[src/rtl/uart_pkg.sv]
// Shared types and constants for the UART loopback block.
package uart_pkg;

  localparam int unsigned FRAME_DATA_BITS = 8;
  localparam logic        LINE_IDLE       = 1'b1;

  typedef enum logic [1:0] {TX_IDLE, TX_START, TX_DATA, TX_STOP} tx_state_e;
  typedef enum logic [1:0] {RX_IDLE, RX_START, RX_DATA, RX_STOP} rx_state_e;

  function automatic int unsigned calc_clks_per_bit(input int unsigned clock_freq,
                                                    input int unsigned baud_rate);
    return clock_freq / baud_rate;
  endfunction

endpackage

[src/rtl/uart_rx_core.sv]
// 8N1 receiver: 2-flop synchronizer, start-bit glitch reject, centre sampling, framing check.
module uart_rx_core
  import uart_pkg::*;
#(
  parameter int unsigned CLKS_PER_BIT = 16
) (
  input  logic       clk,
  input  logic       reset,
  input  logic       serial_i,
  output logic [7:0] data_o,
  output logic       valid_o
);

  localparam int unsigned CNT_W = $clog2(CLKS_PER_BIT);

  logic                       sync1_q, sync2_q, prev_q;
  rx_state_e                  state_q;
  logic [CNT_W-1:0]           cnt_q;
  logic [2:0]                 bit_q;
  logic [FRAME_DATA_BITS-1:0] shift_q;
  logic [7:0]                 data_q;
  logic                       valid_q;
  logic                       err_q;

  logic half_end_c, bit_end_c;
  assign half_end_c = (cnt_q == CNT_W'(CLKS_PER_BIT / 2 - 1));
  assign bit_end_c  = (cnt_q == CNT_W'(CLKS_PER_BIT - 1));

  always_ff @(posedge clk) begin
    if (!reset) begin
      sync1_q <= LINE_IDLE;
      sync2_q <= LINE_IDLE;
      prev_q  <= LINE_IDLE;
      state_q <= RX_IDLE;
      cnt_q   <= '0;
      bit_q   <= '0;
      shift_q <= '0;
      data_q  <= '0;
      valid_q <= 1'b0;
      err_q   <= 1'b0;
    end else begin
      sync1_q <= serial_i;
      sync2_q <= sync1_q;
      prev_q  <= sync2_q;
      valid_q <= 1'b0;
      unique case (state_q)
        RX_IDLE: begin
          cnt_q <= '0;
          err_q <= 1'b0;
          if (prev_q && !sync2_q) state_q <= RX_START;
        end
        RX_START: begin
          if (half_end_c) begin
            cnt_q <= '0;
            bit_q <= '0;
            state_q <= sync2_q ? RX_IDLE : RX_DATA;
          end else begin
            cnt_q <= cnt_q + CNT_W'(1);
          end
        end
        RX_DATA: begin
          if (bit_end_c) begin
            cnt_q   <= '0;
            shift_q <= {sync2_q, shift_q[FRAME_DATA_BITS-1:1]};
            if (bit_q == 3'(FRAME_DATA_BITS - 1)) state_q <= RX_STOP;
            else bit_q <= bit_q + 3'(1);
          end else begin
            cnt_q <= cnt_q + CNT_W'(1);
          end
        end
        RX_STOP: begin
          // After a framing error, hold here until the line idles high again.
          if (err_q) begin
            if (sync2_q) state_q <= RX_IDLE;
          end else if (bit_end_c) begin
            cnt_q <= '0;
            if (sync2_q) begin
              data_q  <= shift_q;
              valid_q <= 1'b1;
              state_q <= RX_IDLE;
            end else begin
              err_q <= 1'b1;
            end
          end else begin
            cnt_q <= cnt_q + CNT_W'(1);
          end
        end
        default: state_q <= RX_IDLE;
      endcase
    end
  end

  assign data_o  = data_q;
  assign valid_o = valid_q;

endmodule

[src/rtl/top_level_uart.sv]
// UART loopback shell: TX holding register and 8N1 serializer feeding an on-chip receiver.
module top_level_uart
  import uart_pkg::*;
#(
  parameter int unsigned BAUD_RATE  = 9600,
  parameter int unsigned CLOCK_FREQ = 38400000
) (
  input  logic       clk,
  input  logic       reset,
  input  logic [7:0] uart_tx,
  input  logic       start_transmit,
  input  logic       load_data,
  output logic [7:0] uart_rx,
  output logic       valid,
  output logic       tx_done
);

  localparam int unsigned CLKS_PER_BIT = calc_clks_per_bit(CLOCK_FREQ, BAUD_RATE);
  localparam int unsigned CNT_W        = $clog2(CLKS_PER_BIT);

  if (CLKS_PER_BIT < 8) begin : g_bad_rate
    $error("top_level_uart: CLKS_PER_BIT must be >= 8");
  end

  tx_state_e                  tx_state_q;
  logic [CNT_W-1:0]           tx_cnt_q;
  logic [2:0]                 tx_bit_q;
  logic [FRAME_DATA_BITS-1:0] tx_shift_q;
  logic [7:0]                 hold_q;
  logic                       pending_q;
  logic                       tx_line_q;
  logic                       stop_done_q;
  logic                       tx_done_q;

  logic tx_bit_end_c;
  assign tx_bit_end_c = (tx_cnt_q == CNT_W'(CLKS_PER_BIT - 1));

  // Line is driven one cycle after the state, so stop_done_q delays tx_done to match the line.
  always_ff @(posedge clk) begin
    if (!reset) begin
      tx_state_q  <= TX_IDLE;
      tx_cnt_q    <= '0;
      tx_bit_q    <= '0;
      tx_shift_q  <= '0;
      hold_q      <= '0;
      pending_q   <= 1'b0;
      tx_line_q   <= LINE_IDLE;
      stop_done_q <= 1'b0;
      tx_done_q   <= 1'b0;
    end else begin
      stop_done_q <= 1'b0;
      if (stop_done_q) tx_done_q <= 1'b1;
      unique case (tx_state_q)
        TX_IDLE: begin
          tx_line_q <= LINE_IDLE;
          tx_cnt_q  <= '0;
          if (load_data) begin
            hold_q    <= uart_tx;
            pending_q <= 1'b1;
          end else if (pending_q && start_transmit) begin
            tx_state_q <= TX_START;
            tx_shift_q <= hold_q;
            pending_q  <= 1'b0;
            tx_done_q  <= 1'b0;
          end
        end
        TX_START: begin
          tx_line_q <= 1'b0;
          if (tx_bit_end_c) begin
            tx_cnt_q   <= '0;
            tx_bit_q   <= '0;
            tx_state_q <= TX_DATA;
          end else begin
            tx_cnt_q <= tx_cnt_q + CNT_W'(1);
          end
        end
        TX_DATA: begin
          tx_line_q <= tx_shift_q[0];
          if (tx_bit_end_c) begin
            tx_cnt_q   <= '0;
            tx_shift_q <= tx_shift_q >> 1;
            if (tx_bit_q == 3'(FRAME_DATA_BITS - 1)) tx_state_q <= TX_STOP;
            else tx_bit_q <= tx_bit_q + 3'(1);
          end else begin
            tx_cnt_q <= tx_cnt_q + CNT_W'(1);
          end
        end
        TX_STOP: begin
          tx_line_q <= LINE_IDLE;
          if (tx_bit_end_c) begin
            tx_cnt_q    <= '0;
            tx_state_q  <= TX_IDLE;
            stop_done_q <= 1'b1;
          end else begin
            tx_cnt_q <= tx_cnt_q + CNT_W'(1);
          end
        end
        default: tx_state_q <= TX_IDLE;
      endcase
    end
  end

  uart_rx_core #(
    .CLKS_PER_BIT(CLKS_PER_BIT)
  ) u_rx (
    .clk     (clk),
    .reset   (reset),
    .serial_i(tx_line_q),
    .data_o  (uart_rx),
    .valid_o (valid)
  );

  assign tx_done = tx_done_q;

endmodule

[config.mk]
export PLATFORM = sky130hd
export DESIGN_NAME = top_level_uart
export DESIGN_NICKNAME = d
export VERILOG_FILES = /design/src/rtl/uart_pkg.sv /design/src/rtl/uart_rx_core.sv /design/src/rtl/top_level_uart.sv
export SDC_FILE = /design/constraint.sdc
export NUM_CORES = 1
export LEC_CHECK = 0
export ABC_AREA = 1
export CAP_MARGIN = 30
export CORE_MARGIN = 3
export CORE_UTILIZATION = 40
export DETAILED_ROUTE_END_ITERATION = 6
export GPL_TIMING_DRIVEN = 0
export HOLD_SLACK_MARGIN = 0.08
export PLACE_DENSITY = 0.65
export SYNTH_ARGS = -nofsm -noshare
export SYNTH_HDL_FRONTEND = slang
export SYNTH_SLANG_ARGS = --single-unit
[constraint.sdc]
create_clock -name clk -period 3.2 [get_ports clk]
set_clock_uncertainty 0.2 [all_clocks]
set_input_delay 0.32 -clock clk [delete_from_list [all_inputs] [get_ports clk]]
set_output_delay 0.32 -clock clk [all_outputs]
set_load 0.02 [all_outputs]
==> run_results.csv <==
group,metric,value,unit
clocking,numClockSinks,75,
setup_path,critical_path.max_fanout,10,
clocking,clk_latency,0.35,ns
sta,worstMarginPinSlew,0.5569,ns
synthesis,synth-seq-cells,75,
clocking,cts_setup_buffers,0,
run_status,status,"completed",
floorplanning,ios,22,
placement,place_area,3791,sq um
finish,fillers,845,
clocking,clk_pin_slew,0.07,ns
sta,period_minus_slack,2.152,ns
grt,grt_remaining_overflow,0,
synthesis,synth.net_count,480,
finish,multi_input_area,1732,sq um
synthesis,syn_area,3450,sq um
power_and_ir_drop,power,2.294,mW
synthesis,yosysMostFrequentCell,"nor2_1",
clocking,cts-root-buf,"clkbuf_8",
synthesis,synthDistinctLibCells,38,
setup_path,crit_required,3.23,ns
clocking,holdBufCountCts,0,
sta,clock.fmax,464.7,MHz
finish,finalInstanceArea,4008,sq um
synthesis,synth_top_flop_cell,"dfxtp_1",
clocking,numCtsBuffers,9,
routing,wl,6793,um
grt,antenna_found_initial,0,
floorplanning,die_area,9774,sq um
power_and_ir_drop,peakVddDrop,274.3,uV
synthesis,synth_area_leaders,"dfxtp_1, nor2_1, nand2_1, ha_1, inv_1",
setup_path,crit_chain,"inv_1 > ha_1 > nand2_1 > inv_2 > a211oi_1 > nand2_1 > o21ai_0 > a21oi_1",
sta,slew_violations,0,
clocking,cts_tree,"yes",
power_and_ir_drop,p_leak,1.564,nW
setup_path,crit_top_cell,"nand2_1",
setup_path,worst_path_max_delay_cell,"dfxtp_1",
synthesis,ys_seq_area_frac,0.4353,
setup_path,cp.arrival,2.18,ns
synthesis,ys_warn_count,0,
placement,place_congestion,0.8525,
sta,setup_viol,0,
routing,drc,0,
grt,grt_pass1_vias,2937,
floorplanning,die_h,98.87,um
grt,grt_pass1_wl,12340,um
clocking,clockBufferDepth,2,
sta,relSlewSlack,0.6287,
setup_path,startpoint_type,"flop",
setup_path,worst_setup_path_end_kind,"flop",
floorplanning,rows,33,
routing,wl_per_cell,11.42,um
routing,drt_pass1_iterations,4,
synthesis,ys_async_sr_fraction,0,
routing,dr_total_vias,2903,
floorplanning,start_util,0.4156,
placement,dp_hpwl,4923,um
routing,drt_iter0_markers,101,
floorplanning,die_w,98.87,um
grt,grt_max_degree,14,
sta,min_period_over_period,0.6725,
floorplanning,core_region_area,8299,sq um
synthesis,synth_top_area_share,0.4353,
job,cap_violations,0,
synthesis,synth_top_area_cell,"dfxtp_1",
setup_path,worst_path_largest_cell_delay,0.38,ns
routing,ant_nets,0,
sta,final.setup.tns,0,ns
clocking,htreeDepth,3,
setup_path,critPathKind,"flop to flop",
synthesis,syn_avg_cell_area,7.615,sq um
grt,grt_use_total,0.1531,
synthesis,synth_edf_count,0,
power_and_ir_drop,p_per_area,572.5,nW/um^2
finish,area_delta_synth_final,16.18,%
finish,regArea,1501,sq um
sta,final-hold-violation-count,0,
finish,fin_nets,512,
synthesis,synth_common_cells,"nor2_1, dfxtp_1, nand2_1",
synthesis,synthCells,453,
finish,drive_gt1_frac,0.09592,
clocking,ctsResizeCount,0,
sta,rsz0062_at_grt,"no",
worst_hold_path,hp-class,"flop to flop",
routing,viasPerCell,4.879,
finish,n_antenna_cell,0,
placement,io_buffers,21,
==> layout make-up <==
| type | instances | area share |
|---|---|---|
| clock inverters | 6 | 0.02217 |
| well taps | 105 | 0.03278 |
| inverters | 44 | 0.04121 |
| repair buffers | 21 | 0.05245 |
| multi-input cells | 324 | 0.4321 |
| plain buffers | 10 | 0.01280 |
| flip-flops and latches | 75 | 0.3746 |
| clock buffers | 10 | 0.03185 |
==> report_power, final <==
part	internal, mW	total [mW]	switching (mW)
Sequential	1.00	1.05	0.0459
Clock	0.440	0.787	0.346
Combinational	0.175	0.458	0.283
Total	1.62	2.29	0.675
==> sequential cells by signal, indices dropped and copies added, names as in the netlist, 2 cells and up, named ones only <==
| register | count |
|---|---|
| u_rx.bit_q | 3 |
| u_rx.data_o | 8 |
| tx_shift_q | 8 |
| tx_bit_q | 3 |
| u_rx.cnt_q | 12 |
| u_rx.shift_q | 8 |
| tx_state_q | 2 |
| hold_q | 8 |
| tx_cnt_q | 12 |
==> kinds of logic (layout without fill, tap and decap cells) <==
logic type / Yosys count / after routing / synth area share
simple gates: 231 / 231 / 0.3072
compound gates: 63 / 63 / 0.09975
buf+inv: 54 / 91 / 0.06275
mux: 7 / 7 / 0.02031
flops: 75 / 75 / 0.4353
fa+ha+maj: 15 / 15 / 0.05441
xor+xnor: 8 / 8 / 0.02031
==> metal layers <==
| metal | vias up | track usage | wire [um] |
|---|---|---|---|
| li1 | 1528 | - | - |
| met1 | 1331 | 0.1815 | 3257 |
| met2 | 38 | 0.2572 | 3255 |
| met3 | 6 | 0.04742 | 218 |
| met4 | 0 | 0.06092 | 61 |
| met5 | - | 0 | 0 |
==> per-stage QoR <==
step,instances,setup slack (ns),hold slack (ns),utilization
3_5_place_dp,579,0.9501,0.2081,0.4568
4_1_cts,595,1.050,0.2296,0.4829
5_1_grt,595,0.7847,0.2542,0.4829
6_report,595,1.048,0.2261,0.4829
2_1_floorplan,453,1.394,0.1925,-
3_3_place_gp,579,0.9717,0.2021,0.4568
==> critical path: cells and delay by family (launching register included) <==
family                   cells  cell delay [ns]
buffers and inverters        2             0.26
flip-flops                   1             0.38
AND/OR/NAND/NOR              2             0.45
AO/OA/AOI/OAI                3             0.46
adder cells (fa/ha/maj)      1             0.28
==> layout by cell type (no fill, tap or decap), drive strengths merged, types with 6 or more instances in the layout <==
cell type	netlist	final
a21oi	22	22
buf	6	6
clkbuf	4	14
clkdlybuf4s50	0	21
dfxtp	75	75
ha	15	15
inv	44	45
mux2i	7	7
nand2	80	80
nand3	18	18
nand4	6	6
nor2	86	86
nor3	24	24
o21ai	30	30
or2	12	12
==> final timing paths <==
| path | end | depth (start not counted) | slack, ns | start |
|---|---|---|---|---|
| min | u_rx.sync1_q | 1 | 0.23 | tx_line_q |
| max reg2reg | tx_state_q[1] | 8 | 1.05 | tx_state_q[0] |
| min reg2reg | u_rx.sync1_q | 1 | 0.23 | tx_line_q |
| max | tx_state_q[1] | 8 | 1.05 | tx_state_q[0] |
Power figures use the tool's default switching activity.
